<file path="config.mk">
export PLATFORM = sky130hd
export DESIGN_NAME = psum_output_packer
export DESIGN_NICKNAME = d
export VERILOG_FILES = /design/src/rtl/psum_output_packer.sv
export SDC_FILE = /design/constraint.sdc
export NUM_CORES = 1
export LEC_CHECK = 0
export BUFFER_PORTS_ARGS = -buffer_cell sky130_fd_sc_hd__buf_2
export CAP_MARGIN = 0
export CORE_ASPECT_RATIO = 2
export CORE_MARGIN = 2
export CORE_UTILIZATION = 30
export DETAILED_ROUTE_END_ITERATION = 8
export PLACE_DENSITY = 0.52
export SYNTH_ARGS = -nofsm -noshare
export SYNTH_HDL_FRONTEND = slang
export SYNTH_SLANG_ARGS = --single-unit
</file>
<file path="constraint.sdc">
create_clock -name clk -period 5.6 [get_ports clk]
set_clock_uncertainty 0.05 [all_clocks]
set_input_delay 1.68 -clock clk [delete_from_list [all_inputs] [get_ports clk]]
set_output_delay 1.68 -clock clk [all_outputs]
set_load 0.02 [all_outputs]
</file>
<file path="src/rtl/psum_output_packer.sv">
// psum_output_packer
//   Packs four per-kernel psum byte streams into OUT_WIDTH words, buffers
//   each lane in a small FIFO and merges the lanes round-robin onto one
//   valid/ready write stream tagged with the kernel index. When i_conf_cnt
//   is non-zero, each lane closes its output map after that many psums.
//   A partial word is flushed zero-padded, and o_done pulses once all lanes
//   have finished and drained.
// Ports:
//   clk, rst             clock (rising edge), asynchronous active-low reset
//   i_psum_kn0..3        psum byte per kernel lane
//   i_psum_kn0..3_val    psum valid per lane (no backpressure)
//   i_conf_cnt           [15:0] psums per kernel per map, 0 = never flush
//   o_wdata/_kn/_val     packed word, its lane index, valid
//   i_wdata_rdy          downstream ready
//   o_done               one-cycle end-of-map pulse
//   o_overflow           sticky: a word was dropped on a full lane FIFO
module psum_output_packer #(
    parameter int BIT_WIDTH  = 8,
    parameter int NUM_KERNEL = 4,
    parameter int OUT_WIDTH  = 32,
    parameter int FIFO_DEPTH = 4,
    parameter int REG_WIDTH  = 32
) (
    input  logic                 clk,
    input  logic                 rst,
    input  logic [BIT_WIDTH-1:0] i_psum_kn0,
    input  logic [BIT_WIDTH-1:0] i_psum_kn1,
    input  logic [BIT_WIDTH-1:0] i_psum_kn2,
    input  logic [BIT_WIDTH-1:0] i_psum_kn3,
    input  logic                 i_psum_kn0_val,
    input  logic                 i_psum_kn1_val,
    input  logic                 i_psum_kn2_val,
    input  logic                 i_psum_kn3_val,
    input  logic [REG_WIDTH-1:0] i_conf_cnt,
    output logic [OUT_WIDTH-1:0] o_wdata,
    output logic [1:0]           o_wdata_kn,
    output logic                 o_wdata_val,
    input  logic                 i_wdata_rdy,
    output logic                 o_done,
    output logic                 o_overflow
);

    localparam int BYTES = OUT_WIDTH / BIT_WIDTH;
    localparam int BW    = $clog2(BYTES);
    localparam int AW    = $clog2(FIFO_DEPTH);
    localparam int KW    = $clog2(NUM_KERNEL);

    logic [BIT_WIDTH-1:0]  psum [NUM_KERNEL];
    logic [NUM_KERNEL-1:0] psum_val;

    assign psum[0]  = i_psum_kn0;
    assign psum[1]  = i_psum_kn1;
    assign psum[2]  = i_psum_kn2;
    assign psum[3]  = i_psum_kn3;
    assign psum_val = {i_psum_kn3_val, i_psum_kn2_val, i_psum_kn1_val, i_psum_kn0_val};

    logic [15:0] cnt16;
    logic        flush_en;
    logic        unused_conf;

    assign cnt16       = i_conf_cnt[15:0];
    assign flush_en    = (cnt16 != 16'd0);
    assign unused_conf = ^i_conf_cnt[REG_WIDTH-1:16];

    // Lane packing state
    logic [OUT_WIDTH-1:0]  pack_q     [NUM_KERNEL];
    logic [BW-1:0]         byte_idx   [NUM_KERNEL];
    logic [15:0]           psum_cnt   [NUM_KERNEL];
    logic [NUM_KERNEL-1:0] lane_done;
    logic [OUT_WIDTH-1:0]  stage_word [NUM_KERNEL];
    logic [NUM_KERNEL-1:0] stage_vld;

    logic [OUT_WIDTH-1:0]  merged     [NUM_KERNEL];
    logic [NUM_KERNEL-1:0] take;
    logic [NUM_KERNEL-1:0] last_psum;
    logic [NUM_KERNEL-1:0] push_now;

    // Lane FIFOs and output arbitration
    logic [OUT_WIDTH-1:0]  fifo_mem [NUM_KERNEL][FIFO_DEPTH];
    logic [AW:0]           wr_ptr   [NUM_KERNEL];
    logic [AW:0]           rd_ptr   [NUM_KERNEL];
    logic [NUM_KERNEL-1:0] fifo_empty;
    logic [NUM_KERNEL-1:0] fifo_full;
    logic [NUM_KERNEL-1:0] pop;
    logic [NUM_KERNEL-1:0] push_ok;
    logic                  overflow_set;

    logic [KW-1:0]         rr_ptr;
    logic [KW-1:0]         sel;
    logic                  sel_found;
    logic                  out_load;
    logic                  done_fire;

    // Pending bytes above byte_idx are always zero, so OR-ing the new byte in
    // also yields the zero-padded word needed by a partial flush.
    always_comb begin
        for (int unsigned k = 0; k < NUM_KERNEL; k++) begin
            take[k]      = psum_val[k] & ~lane_done[k];
            merged[k]    = pack_q[k] |
                           ({{(OUT_WIDTH-BIT_WIDTH){1'b0}}, psum[k]} << (BIT_WIDTH * int'(byte_idx[k])));
            last_psum[k] = flush_en & ((psum_cnt[k] + 16'd1) == cnt16);
            push_now[k]  = take[k] & ((byte_idx[k] == BW'(BYTES-1)) | last_psum[k]);
        end
    end

    // A finished word is staged one cycle before entering the FIFO.
    always_ff @(posedge clk or negedge rst) begin
        if (!rst) begin
            stage_vld <= '0;
            lane_done <= '0;
            for (int unsigned k = 0; k < NUM_KERNEL; k++) begin
                pack_q[k]     <= '0;
                byte_idx[k]   <= '0;
                psum_cnt[k]   <= '0;
                stage_word[k] <= '0;
            end
        end else begin
            for (int unsigned k = 0; k < NUM_KERNEL; k++) begin
                stage_vld[k] <= push_now[k];
                if (push_now[k]) begin
                    stage_word[k] <= merged[k];
                end
                if (take[k]) begin
                    if (push_now[k]) begin
                        pack_q[k]   <= '0;
                        byte_idx[k] <= '0;
                    end else begin
                        pack_q[k]   <= merged[k];
                        byte_idx[k] <= byte_idx[k] + BW'(1);
                    end
                    if (flush_en) begin
                        psum_cnt[k] <= psum_cnt[k] + 16'd1;
                    end
                    if (last_psum[k]) begin
                        lane_done[k] <= 1'b1;
                    end
                end
                if (done_fire) begin
                    psum_cnt[k]  <= '0;
                    lane_done[k] <= 1'b0;
                end
            end
        end
    end

    always_comb begin
        for (int unsigned k = 0; k < NUM_KERNEL; k++) begin
            fifo_empty[k] = (wr_ptr[k] == rd_ptr[k]);
            fifo_full[k]  = ((wr_ptr[k] - rd_ptr[k]) == (AW+1)'(FIFO_DEPTH));
        end
    end

    // First non-empty lane at or after rr_ptr, wrapping.
    always_comb begin
        sel       = '0;
        sel_found = 1'b0;
        for (int unsigned i = 0; i < NUM_KERNEL; i++) begin
            if (!sel_found && !fifo_empty[rr_ptr + KW'(i)]) begin
                sel       = rr_ptr + KW'(i);
                sel_found = 1'b1;
            end
        end
    end

    assign out_load = ~o_wdata_val | i_wdata_rdy;

    // A full FIFO still accepts a push when the same lane is popped this cycle.
    always_comb begin
        for (int unsigned k = 0; k < NUM_KERNEL; k++) begin
            pop[k]     = out_load & sel_found & (sel == KW'(k));
            push_ok[k] = stage_vld[k] & (~fifo_full[k] | pop[k]);
        end
        overflow_set = |(stage_vld & ~push_ok);
    end

    always_ff @(posedge clk) begin
        for (int unsigned k = 0; k < NUM_KERNEL; k++) begin
            if (push_ok[k]) begin
                fifo_mem[k][wr_ptr[k][AW-1:0]] <= stage_word[k];
            end
        end
    end

    always_ff @(posedge clk or negedge rst) begin
        if (!rst) begin
            for (int unsigned k = 0; k < NUM_KERNEL; k++) begin
                wr_ptr[k] <= '0;
                rd_ptr[k] <= '0;
            end
        end else begin
            for (int unsigned k = 0; k < NUM_KERNEL; k++) begin
                if (push_ok[k]) begin
                    wr_ptr[k] <= wr_ptr[k] + (AW+1)'(1);
                end
                if (pop[k]) begin
                    rd_ptr[k] <= rd_ptr[k] + (AW+1)'(1);
                end
            end
        end
    end

    assign done_fire = flush_en & (&lane_done) & (&fifo_empty) & ~(|stage_vld) & ~o_wdata_val;

    always_ff @(posedge clk or negedge rst) begin
        if (!rst) begin
            o_wdata     <= '0;
            o_wdata_kn  <= '0;
            o_wdata_val <= 1'b0;
            rr_ptr      <= '0;
            o_done      <= 1'b0;
            o_overflow  <= 1'b0;
        end else begin
            o_done <= done_fire;
            if (overflow_set) begin
                o_overflow <= 1'b1;
            end
            if (out_load) begin
                o_wdata_val <= sel_found;
                if (sel_found) begin
                    o_wdata    <= fifo_mem[sel][rd_ptr[sel][AW-1:0]];
                    o_wdata_kn <= sel;
                    rr_ptr     <= sel + KW'(1);
                end
            end
            if (done_fire) begin
                rr_ptr <= '0;
            end
        end
    end

endmodule

</file>
# Word-level counts from Yosys, hierarchy flattened

Memories as Yosys holds them, arrays and structs flattened.
Cells that the tools add are included.

Eq/ne operators: 19
Add/sub/neg operators: 24
Bitwise logic cells: 56
Multiplexer cells: 73
Magnitude comparators: 14
Shift operators: 4
Reduce and logical (&&, ||, !) cells: 39
$mul: 0
Divide/modulo/power cells: 0

Operators with widths:

| cell                                                                 | number |
|---|---|
| 128-bit two-way mux                                                  | 4 |
| 32-bit two-way mux                                                   | 10 |
| 32-bit demux with 2-bit select                                       | 4 |
| 16-bit two-way mux                                                   | 12 |
| 32-bit bitwise OR                                                    | 4 |
| 8-bit by 5-bit left shift with 32-bit output                         | 4 |
| 16-bit by 1-bit adder with 16-bit output, second input constant      | 4 |
| 32-bit binary-select mux with 2-bit select                           | 1 |
| 16-bit equality test                                                 | 4 |
| 2-bit two-way mux                                                    | 13 |
| 1-bit AND                                                            | 25 |
| 3-bit by 1-bit adder with 3-bit output, second input constant        | 8 |
| 1-bit two-way mux                                                    | 24 |
| 2-bit nonzero test                                                   | 11 |
| 2-bit AND reduction                                                  | 10 |
| 3-bit greater-or-equal comparator, second input constant             | 6 |
| 2-bit inverter with 3-bit output                                     | 6 |
| 16-bit nonzero test                                                  | 1 |
| 2-bit by 1-bit adder with 2-bit output, second input constant        | 6 |
| 2-bit equality test, second input constant                           | 6 |
| 3-bit equality test                                                  | 4 |
| 3-bit equality test, second input constant                           | 4 |
| 2-bit by 3-bit < comparator with 1-bit output, second input constant | 4 |
| 3-bit by 1-bit < comparator with 1-bit output, second input constant | 4 |
| 14 further kinds                                                     | 50 |

Input port bits: 71
Logic and storage cells: 265
Memories kept: 1
Flip-flop bits (word level): 399
ROM bits: 0
Latch bits: 0
RAM bits: 512

Memory list:

| name     | depth | width | read ports | clocked after Yosys merged registers in | wr ports | RTL line | RTL |
|---|---|---|---|---|---|---|---|
| fifo_mem | 4     | 128   | 1          | 0                                       | 4        | 79       | `logic [OUT_WIDTH-1:0] fifo_mem [NUM_KERNEL][FIFO_DEPTH];` |

# Depth between registers and ports, before layout

Gate-level depths: netlist of the first run.

Depth in word-level cells: 20
Depth in mapped cells: 13
Depth with buffers taken out: 10

# Worst setup path before layout of the first run

OpenSTA, ideal clock, no wires.

Kind: input port to flip-flop
From: input port i_wdata_rdy
To: memory fifo_mem[1][0] in the netlist's numbering, enable pin
Path slack: 1.625 ns
Stages: 6
Buffers on the path: 0
Required time: 5.156 ns
Arrival time: 3.531 ns
Setup time: 0.394 ns
Cells stage by stage: nand2b_1 o41a_1 o2111a_1 nor3_1 nor2b_1 and2_1

RTL lines:

| what            | RTL line | RTL |
|---|---|---|
| start, declared | 38       | `input logic i_wdata_rdy,` |
| end, declared   | 79       |  |

# Worst setup path in the final report of the first run

From: register wr_ptr[9] in the netlist's numbering
To: register o_wdata[7]

Longest elaborated chain between the ends: 20
Elaborated cells between the ends (all ways): 35
Those cells by class: 1 x eq/ne; 22 x mux; 2 x bitwise; 9 x reduce/logical; 1 x memory

RTL lines:

| what                                                   | RTL line | RTL |
|---|---|---|
| start, declared                                        | 80       | `logic [AW:0] wr_ptr [NUM_KERNEL];` |
| start signal, assigned by index                        | 193      | `wr_ptr[k] <= wr_ptr[k] + (AW+1)'(1);` |
| 3-bit equality test *                                  | 148      | `fifo_empty[k] = (wr_ptr[k] == rd_ptr[k]);` |
| 1-bit binary-select mux with 2-bit select              | 158      | `if (!sel_found && !fifo_empty[rr_ptr + KW'(i)]) begin` |
| 1-bit two-way mux (not written as such)                | 158      |  |
| 1-bit zero test                                        | 158      |  |
| 1-bit logical AND                                      | 158      |  |
| 1-bit two-way mux                                      | 158      |  |
| 1-bit zero test                                        | 158      |  |
| 1-bit logical AND                                      | 158      |  |
| [2 not listed]                                         | n/a      |  |
| 1-bit logical AND                                      | 158      |  |
| 2-bit two-way mux                                      | 158      |  |
| 2-bit inverter with 3-bit output (not written as such) | 220      | `o_wdata <= fifo_mem[sel][rd_ptr[sel][AW-1:0]];` |
| 3-bit binary-select mux with 2-bit select              | 220      |  |
| 2-bit two-way mux (not written as such) (2 in series)  | 220      |  |
| 2-bit inverter with 3-bit output (not written as such) | 220      |  |
| 32-bit binary-select mux with 2-bit select             | 220      |  |
| 32-bit two-way mux (not written as such) (2 in series) | 220      |  |
| end signal, assigned                                   | 220      |  |
| end, declared                                          | 35       | `output logic [OUT_WIDTH-1:0] o_wdata,` |

Every way passes the cells marked *; elsewhere a longest branch is shown, timed or not. The select of a mux whose other input is x is not followed.
A chain may end at the register's enable or synchronous reset.

==> flow_summary.json, run 1 <==
{
  "synth_edf_count": 512,
  "ys_top_cells_by_area": "edfxtp_1 39%, dfrtp_1 25%, a21oi_1 4.3%, nand2_1 3.7%, a211oi_1 3.1%",
  "dieArea_um2": 134000,
  "cts-root-buf": "clkbuf_16",
  "rr_endpoint": "o_wdata[7]",
  "clk_pin_slew_ns": 0.06,
  "cp.required_ns": 6.11,
  "routedWlPerCell_um": 25.5,
  "maxCapViolations": 0,
  "ant_nets": 0,
  "crit_type": "flip-flop to flip-flop",
  "p_leak_nw": 16.5,
  "die_h_um": 515,
  "cp_slowest_stage_delay_ns": 0.66,
  "seqPwrFrac": 0.384,
  "rsz0062_at_grt": "false",
  "synth.distinct_cells": 79,
  "r2r-start": "wr_ptr[9]",
  "fmax_mhz": 239,
  "finalCriticalPeriod_ns": 4.18,
  "hold_start": "rd_ptr[8]",
  "post-synth-top-count-cell": "edfxtp_1",
  "slew_headroom": 0.136,
  "cts.sinks": 911,
  "via_per_inst": 5.21,
  "post_cts_buffers": 0,
  "num_rows": 187,
  "grt_pass1_vias": 27200,
  "drt_iter0_drc": 1825,
  "grt_max_degree": 133,
  "htreeDepth": 3,
  "syn2layout_area_growth_pct": 13.0,
  "io_buffers": 91,
  "vias": 26600,
  "final.period_utilization": 0.746,
  "grt_pass1_wl_um": 188000,
  "fill_cells": 12900,
  "ios": 108,
  "comb_power_share": 0.417,
  "outcome": "finished, final reports clean",
  "peakVddDrop_mv": 1.12,
  "path_delay_family": "simple AND/OR/NAND/NOR gates",
  "synthArstFlopShare": 0.438,
  "nets": 3440,
  "worstPathArrival_ns": 4.69,
  "die_w_um": 260,
  "critical_path.slowest_cell": "and2_4",
  "syn_inst": 3349,
  "synth_nets": 3456,
  "clk_latency_ns": 0.68,
  "worst-path-buf-inv": 3,
  "synth-seq-area-share": 0.646,
  "min_to": "rd_ptr[8]",
  "cts_buffers": 82,
  "cts_resized": 0,
  "layout-drive-gt1-share": 0.0956,
  "final.setup.tns_ns": 0,
  "hpwl_um": 85700,
  "worstMarginPinSlew_ns": 1.29,
  "crit_chain": "inv_1, ha_1, nand2_1, o2111ai_1, and2_4, nand2_4, buf_4, buf_4, a211oi_1, a31oi_1, a211oi_1, nor3_1",
  "hold_path_depth": 1,
  "cp-start-kind": "flip-flop",
  "dr.pass1.iters": 5,
  "maxSlewViolCount": 0,
  "drt-total-wl_um": 130000,
  "yosysTopAreaCell": "edfxtp_1",
  "gp_congestion": 0.827,
  "synth_top_area_frac": 0.392,
  "cp-end-kind": "flip-flop",
  "synth.avg_cell_area_um2": 11.7,
  "synth_commonest_cells": "512 x edfxtp_1, 399 x dfrtp_1, 383 x nand2_1, 338 x a21oi_1, 271 x nor2_1",
  "setup_viol": 0,
  "power_density_nw_per_um2": 665,
  "r2r_cells": 12,
  "r2r_setup_slack_ns": 1.42,
  "start_util": 0.302,
  "fin_util": 0.341,
  "grt-ovfl-total": 0,
  "cts_hold_buf": 0,
  "critPathMaxFanout": 53,
  "tritoncts": "done",
  "net-switching-power_mw": 13.2,
  "synth_ff_type": "edfxtp_1",
  "power_frac_clock": 0.199,
  "switching_share": 0.449,
  "hold_violations": 0,
  "grt_usage": 0.195,
  "clock_path_buffers": 3,
  "hp-class": "flip-flop to flip-flop",
  "internal_power_mw": 16.2,
  "yosysWarningCount": 0,
  "whs_ns": 0.438,
  "core_area_um2": 130000,
  "antenna_found_initial": 4,
  "ys_seq_elements": 911,
  "syn_area_um2": 39200,
  "drc": 0
}
[cell type report]
| type | instances | area, um^2 | area share |
|---|---|---|---|
| timing repair buffer | 148 | 1240 | 0.0281 |
| tap | 1701 | 2130 | 0.0480 |
| antenna | 3 | 7.51 | 0.000169 |
| sequential | 911 | 25400 | 0.572 |
| clock inverter | 43 | 477 | 0.0108 |
| inverter | 120 | 450 | 0.0102 |
| clock buffer | 109 | 2280 | 0.0513 |
| multi-input combinational | 2070 | 12400 | 0.279 |
[sequential cells by signal, indices dropped and copies added, names as in the netlist, 2 cells and up]
signal / cells
o_wdata_kn: 2
stage_word: 128
stage_vld: 4
byte_idx: 8
psum_cnt: 64
lane_done: 4
o_wdata: 32
wr_ptr: 12
pack_q: 128
fifo_mem: 512
rr_ptr: 2
rd_ptr: 12
[cell usage in the layout (no fill, tap or decap), drive strengths merged, types with 5 or more instances in the layout]
cell        n
ha         36
nor3       59
dfrtp     399
a311oi     65
a211oi    163
nor4       19
mux2i     100
o22ai       9
nand2     385
o21ai     100
edfxtp    512
nand2b     10
a32oi      34
xnor2      85
nand4      15
xor2       46
and2       37
inv       129
buf       148
clkinv     22
a31oi      40
bufinv      7
o31ai      23
clkbuf    109
nor2      272
and3      120
clkinvlp    5
a21oi     338
nor2b      18
nand3      40
[per-layer routing]
layer  wire (um)  vias to the layer above  share of wire  GRT usage
li1            -                    12100              -          -
met1       44300                    13500           0.34      0.197
met2       66700                      730           0.51      0.343
met3        5010                      292          0.039     0.0260
met4       14300                        2           0.11      0.184
met5          13                        -        0.00010          0
[power by group through the flow]
stage | combinational (mW) | clock, mW | sequential, mW
2_1_floorplan | 8.49 | 0 | 10.2
3_3_place_gp | 12.2 | 0 | 11.4
4_1_cts | 12.4 | 6.00 | 11.3
5_1_grt | 13.5 | 6.24 | 11.4
6_report | 12.3 | 5.88 | 11.3
3_5_place_dp | 12.4 | 0 | 11.5
[worst max-delay path by stage]
| stage | startpoint | to | slack, ns | cells past startpoint |
|---|---|---|---|---|
| finish | wr_ptr[9] | o_wdata[7] | 1.42 | 12 |
| global route | wr_ptr[9] | o_wdata[29] | 1.18 | 11 |
| CTS | wr_ptr[9] | o_wdata[7] | 1.40 | 12 |
| detailed placement | i_conf_cnt[14] | stage_word[101] | 0.83 | 11 |
| global placement | i_conf_cnt[14] | stage_word[111] | 0.86 | 11 |
| floorplan | i_wdata_rdy | fifo_mem[1][0] | 1.63 | 6 |
[through the flow]
stage	worst slack (ns)	power, mW	area, um^2	cells
global route	1.18	31.2	44300	5104
floorplan	1.63	18.7	39200	3349
global placement	0.857	23.7	41600	4950
finish	1.42	29.5	44300	5105
CTS	1.40	29.7	44300	5102
detailed placement	0.831	23.8	41600	4950
[cells by family after synthesis]
| kind of cell | after synthesis | share of synthesized area |
|---|---|---|
| AND/OR/NAND/NOR | 990 | 0.115 |
| flip-flops | 911 | 0.646 |
| AO/OA/AOI/OAI | 808 | 0.130 |
| buffers and inverters | 368 | 0.0406 |
| XOR/XNOR | 131 | 0.0294 |
| multiplexers | 104 | 0.0267 |
| adder cells (fa/ha/maj) | 37 | 0.0117 |
No activity file was read; power rests on OpenSTA's default activity.
==> inputs of run 2 (changes only) <==
--- a/config.mk
+++ b/config.mk
@@ -5,6 +5,7 @@
 export SDC_FILE = /design/constraint.sdc
 export NUM_CORES = 1
 export LEC_CHECK = 0
+export ABC_AREA = 1
 export BUFFER_PORTS_ARGS = -buffer_cell sky130_fd_sc_hd__buf_2
 export CAP_MARGIN = 0
 export CORE_ASPECT_RATIO = 2
==> constraint.sdc (replaced) <==
create_clock -name clk -period 4.4 [get_ports clk]
set_clock_uncertainty 0.05 [all_clocks]
set_input_delay 1.32 -clock clk [delete_from_list [all_inputs] [get_ports clk]]
set_output_delay 1.32 -clock clk [all_outputs]
set_load 0.02 [all_outputs]
==> run 2 against run 1 <==
Sequential power increased by 21%. Clock power increased by 37%. Sequential cell count unchanged. Combinational power increased by 55%. Synthesized cell count increased by 35%. Final cell count increased by 28%. Routed wire length increased by 4.0%. Highest routed layer unchanged. Global-route usage decreased by 0.91 points. Maximum frequency increased by 4.0%. Worst setup slack got worse by 1.0 ns. Cell area increased by 9.4%.
==> flow_summary.json, run 2 <==
{
  "whs_ns": 0.425,
  "critPathMaxFanout": 32,
  "rsz0062_at_grt": "false",
  "final.period_utilization": 0.914,
  "drt-total-wl_um": 135000,
  "slew_headroom": 0.131,
  "hpwl_um": 92900,
  "fin_area_um2": 48500,
  "synth_edf_count": 512,
  "clk_latency_ns": 0.68,
  "hold_violations": 0,
  "p_leak_nw": 21.3,
  "die_w_um": 269,
  "cpMostUsedCell": "nor2_4",
  "layout-drive-gt1-share": 0.119,
  "clk_pin_slew_ns": 0.07,
  "layout_commonest_cell": "nand2_1",
  "worstPathArrival_ns": 4.26,
  "synthArstFlopShare": 0.438,
  "grt_pass1_vias": 30900,
  "synth.distinct_cells": 46,
  "start_util": 0.302,
  "synth-seq-area-share": 0.600,
  "maxCapViolations": 0,
  "fmax_mhz": 249,
  "synth_commonest_cells": "1483 x nand2_1, 512 x edfxtp_1, 453 x nand3_1, 399 x dfrtp_1, 321 x inv_1",
  "synth.avg_cell_area_um2": 9.33,
  "cp-end-kind": "flip-flop",
  "nets": 4697,
  "fin_util": 0.347,
  "crit_chain": "inv_1, ha_1, nand2_1, inv_1, nand3_1, nand3_1, nand2_2, nor2_4, nand3_2, nand2_8, nand2_8, nor2_4, nand2_1, inv_2, o21ai_2, nor2_4, buf_4",
  "fill_cells": 14400,
  "grt_pass1_wl_um": 201000,
  "grt_max_degree": 193,
  "cts_resized": 0,
  "post-synth-top-count-cell": "nand2_1",
  "routedWlPerCell_um": 20.8,
  "syn2layout_area_growth_pct": 14.8,
  "finalCriticalPeriod_ns": 4.02,
  "final.setup.tns_ns": 0,
  "cp.required_ns": 4.64,
  "gp_congestion": 0.861,
  "core_area_um2": 140000,
  "ios": 108,
  "synth_top_area_frac": 0.364,
  "layout_common_cells": "1478 x nand2_1, 512 x edfxtp_1, 452 x nand3_1",
  "io_buffers": 91,
  "synth_ff_type": "edfxtp_1",
  "grt_usage": 0.186,
  "cts_buffers": 85,
  "critical_path.slowest_cell": "buf_4",
  "cts.sinks": 911,
  "clock_path_buffers": 3,
  "ys_top_cells_by_area": "edfxtp_1 36%, dfrtp_1 24%, nand2_1 13%, nand3_1 5.4%, inv_1 2.9%",
  "cp-start-kind": "flip-flop",
  "worst-path-buf-inv": 4,
  "crit_type": "flip-flop to flip-flop",
  "largest_register_ffs": 512,
  "syn_area_um2": 42300,
  "dr.pass1.iters": 5,
  "cts_hold_buf": 0,
  "tritoncts": "done",
  "power_density_nw_per_um2": 842,
  "worstMarginPinSlew_ns": 1.30,
  "synth_nets": 4638,
  "postPlaceCellArea_um2": 45500,
  "antenna_found_initial": 2,
  "outcome": "finished, final reports clean",
  "peakVddDrop_mv": 1.30,
  "die_h_um": 535,
  "setup_viol": 0,
  "cts-root-buf": "clkbuf_16",
  "grt-ovfl-total": 0,
  "maxSlewViolCount": 0,
  "yosysWarningCount": 0,
  "via_per_inst": 4.75,
  "htreeDepth": 3,
  "ys_seq_elements": 911,
  "dieArea_um2": 144000,
  "cp_slowest_stage_delay_ns": 0.63,
  "drc": 0,
  "ant_nets": 0,
  "vias": 31000,
  "yosysTopAreaCell": "edfxtp_1",
  "num_rows": 194,
  "path_delay_family": "simple AND/OR/NAND/NOR gates",
  "syn_inst": 4531,
  "hp-class": "flip-flop to flip-flop",
  "drt_iter0_drc": 1836,
  "post_cts_buffers": 0
}
## run 2: cell types whose count changed in the layout (fill, tap and decap cells not counted), moves of 61 or more
cell      delta
nand2_1   +1097
inv_1      +201
nand3_1    +414
mux2i_1    -100
a311oi_1    -65
nor3_1      +90
and3_1     -110
nor2_1      -61
a21oi_1    -168
or2_2      +128
xnor2_1     -77
a211oi_1   -162
nand3b_1   +133
## run 2: per-stage QoR
stage / setup WS, ns / power (mW) / std cells
after floorplan: 0.397 / 26.1 / 4531
after global placement: 0.359 / 33.0 / 6365
after detailed placement: 0.338 / 33.1 / 6365
after CTS: 0.321 / 41.2 / 6525
after global routing: 0.0325 / 43.7 / 6526
final: 0.380 / 40.8 / 6526
## run 2: cell type report
class	count	area, um^2	share of cell area
Tap cell	1862	2330	0.0480
Timing Repair Buffer	215	1900	0.0391
Multi-Input combinational cell	3043	14700	0.302
Clock inverter	59	727	0.0150
Antenna cell	1	2.50	0.0000516
Inverter	334	1250	0.0258
Sequential cell	911	25400	0.523
Clock buffer	101	2280	0.0470
## run 2: cells by family (layout without fill, tap and decap cells)
kind of cell               after synthesis  in the layout  share of synthesized area
other                                    0              1                          0
DFF                                    911            911                      0.600
xor gates and xnor gates                84             84                     0.0179
adders and majority gates               36             36                     0.0107
buffers and inverters                  577            709                     0.0575
and+or+nand+nor                       2647           2647                      0.279
AOI/OAI and AO/OA                      276            276                     0.0347
## run 2: worst min-delay path: stages, from the launching register on
cell and delay [ns]:
dfrtp_1 0.34, nand2_1 0.05, nand2_1 0.05
## run 2: path summary, 6_finish.rpt
path | from | slack (ns) | cells past startpoint | end
min in group asynchronous | rst | 0.59 | 1 | o_wdata_val
worst min-delay path | o_wdata[20] | 0.42 | 2 | o_wdata[20]
worst max register to register | wr_ptr[0] | 0.38 | 17 | fifo_mem[1][35]
worst min register to register | o_wdata[20] | 0.42 | 2 | o_wdata[20]
worst max-delay path | wr_ptr[0] | 0.38 | 17 | fifo_mem[1][35]
max in group asynchronous | rst | 2.64 | 3 | o_wdata[14]
## run 2: report_power, final
group          internal (mW)  total, mW  leakage (nW)  switching, mW
combinational           5.95       19.1          10.2           13.1
clock                   4.53       8.06          1.45           3.53
sequential              11.6       13.7          9.65           2.14
## run 2: routing by layer
metal / share of wire / wire (um) / up-vias / global-route usage
met5: 0.00012 / 16 / - / 0
met4: 0.056 / 7560 / 2 / 0.101
met3: 0.033 / 4420 / 244 / 0.0167
met2: 0.55 / 74300 / 734 / 0.360
met1: 0.36 / 49200 / 15000 / 0.196
li1: - / - / 15000 / -
==> inputs of run 3 (changes only) <==
--- a/config.mk
+++ b/config.mk
@@ -8,7 +8,7 @@
 export ABC_AREA = 1
 export BUFFER_PORTS_ARGS = -buffer_cell sky130_fd_sc_hd__buf_2
 export CAP_MARGIN = 0
-export CORE_ASPECT_RATIO = 2
+export CORE_ASPECT_RATIO = 1.25
 export CORE_MARGIN = 2
 export CORE_UTILIZATION = 30
 export DETAILED_ROUTE_END_ITERATION = 8
==> run 3 against run 2 <==
Critical path depth increased by 1. Worst hold slack worse by 0.0034 ns. Worst setup slack better by 0.14 ns. Highest routed layer is now met4. Sequential share of layout area is 0.18 points higher. Critical path type unchanged.
==> flow_summary.json, run 3 (synthesized netlist as in run 2, its figures left out) <==
{
  "outcome": "finished, final reports clean",
  "maxSlewViolCount": 0,
  "ant_nets": 0,
  "final.setup.tns_ns": 0,
  "diodes": 0,
  "die_h_um": 424,
  "worstPathArrival_ns": 4.44,
  "clk_latency_ns": 0.69,
  "syn2layout_area_growth_pct": 14.4,
  "grt_pass1_wl_um": 190000,
  "cp-start-kind": "flip-flop",
  "cts-root-buf": "clkbuf_16",
  "layout_common_cells": "1478 x nand2_1, 512 x edfxtp_1, 452 x nand3_1",
  "total_power_mw": 40.8,
  "drt-total-wl_um": 126000,
  "layout_commonest_cell": "nand2_1",
  "p_leak_nw": 21.2,
  "num_rows": 154,
  "nets": 4669,
  "largest_register_ffs": 512,
  "clock_path_buffers": 3,
  "gp_congestion": 0.826,
  "cts_hold_buf": 0,
  "cts.sinks": 911,
  "power_density_nw_per_um2": 845,
  "cts_resized": 0,
  "drt_iter0_drc": 2387,
  "hp-class": "flip-flop to flip-flop",
  "crit_type": "flip-flop to flip-flop",
  "maxCapViolations": 0,
  "drc": 0,
  "slew_headroom": 0.240,
  "grt-ovfl-total": 0,
  "htreeDepth": 3,
  "cts_buffers": 98,
  "finalCriticalPeriod_ns": 3.88,
  "cp.required_ns": 4.97,
  "dieArea_um2": 144000,
  "antenna_found_initial": 0,
  "die_w_um": 340,
  "via_per_inst": 4.77,
  "critPathMaxFanout": 32,
  "layout-drive-gt1-share": 0.111,
  "hold_violations": 0,
  "grt_max_degree": 152,
  "vias": 31000,
  "cp-end-kind": "flip-flop",
  "start_util": 0.301,
  "tritoncts": "done",
  "fmax_mhz": 258,
  "grt_pass1_vias": 30200,
  "clk_pin_slew_ns": 0.06,
  "fill_cells": 14200,
  "hpwl_um": 83000,
  "final.period_utilization": 0.881,
  "io_buffers": 91,
  "ios": 108,
  "routedWlPerCell_um": 19.4,
  "core_area_um2": 140000,
  "whs_ns": 0.421,
  "setup_viol": 0,
  "grt_usage": 0.174,
  "post_cts_buffers": 0,
  "peakVddDrop_mv": 1.12,
  "rsz0062_at_grt": "false",
  "worstMarginPinSlew_ns": 1.14,
  "dr.pass1.iters": 6
}
-- run 3: cell count changes in the layout (fill, tap and decap cells not counted), sizes merged --
cell / previous run / this run
buf: 215 / 174
clkbuf: 101 / 137
bufinv: 13 / 8
inv: 340 / 335
diode: 1 / 0
clkinvlp: 10 / 3
clkinv: 30 / 32
-- run 3: path summary, 6_finish.rpt --
| path | start | to | slack, ns | cells past startpoint |
|---|---|---|---|---|
| worst max-delay path | wr_ptr[3] | o_wdata[15] | 0.52 | 18 |
| max in group asynchronous | rst | pack_q[26] | 2.75 | 2 |
| worst min register to register | o_wdata[15] | o_wdata[15] | 0.42 | 2 |
| min in group asynchronous | rst | stage_word[40] | 0.65 | 1 |
| worst min-delay path | o_wdata[15] | o_wdata[15] | 0.42 | 2 |
| worst max register to register | wr_ptr[3] | o_wdata[15] | 0.52 | 18 |
-- run 3: routing by layer --
layer | vias up | GRT usage | part of all wire
met5 | - | 0 | 0
met4 | 0 | 0.0748 | 0.041
met3 | 212 | 0.0199 | 0.038
met2 | 675 | 0.308 | 0.51
met1 | 15200 | 0.212 | 0.41
li1 | 15000 | - | -
-- run 3: metrics by stage --
step / instance area [um^2] / worst slack, ns / std cells / utilization
2_1_floorplan: 42300 / 0.397 / 4531 / -
3_3_place_gp: 45200 / 0.350 / 6334 / 0.322
3_5_place_dp: 45200 / 0.396 / 6334 / 0.322
4_1_cts: 48300 / 0.554 / 6515 / 0.344
5_1_grt: 48300 / 0.229 / 6515 / 0.344
6_report: 48300 / 0.524 / 6515 / 0.344
-- run 3: worst max-delay path: stages (launching register included) --
cell      delay [ns]
dfrtp_1         0.37
inv_1           0.11
ha_1            0.30
nand2_1         0.05
inv_1           0.20
nand3_1         0.18
nand3_1         0.17
inv_1           0.05
a21boi_0        0.35
nand2_1         0.16
nor2_4          0.36
nand3_1         0.12
nand2_1         0.13
nor2_4          0.05
inv_2           0.63
nand2_1         0.15
nand2_1         0.23
nand2_1         0.09
nand2_1         0.07
-- run 3: layout make-up --
class,count,area (um^2),area share
clock buffer,137,2730,0.0565
multi-input combinational,3043,14700,0.303
timing repair buffer,174,1550,0.0321
sequential,911,25400,0.525
tap,1872,2340,0.0485
clock inverter,44,440,0.00911
inverter,334,1250,0.0259
-- run 3: power by group --
group	total, mW	leakage (nW)	internal (mW)	switching [mW]
sequential	13.6	9.65	11.6	1.99
clock	8.24	1.56	4.79	3.44
combinational	19.0	10.0	5.69	13.3
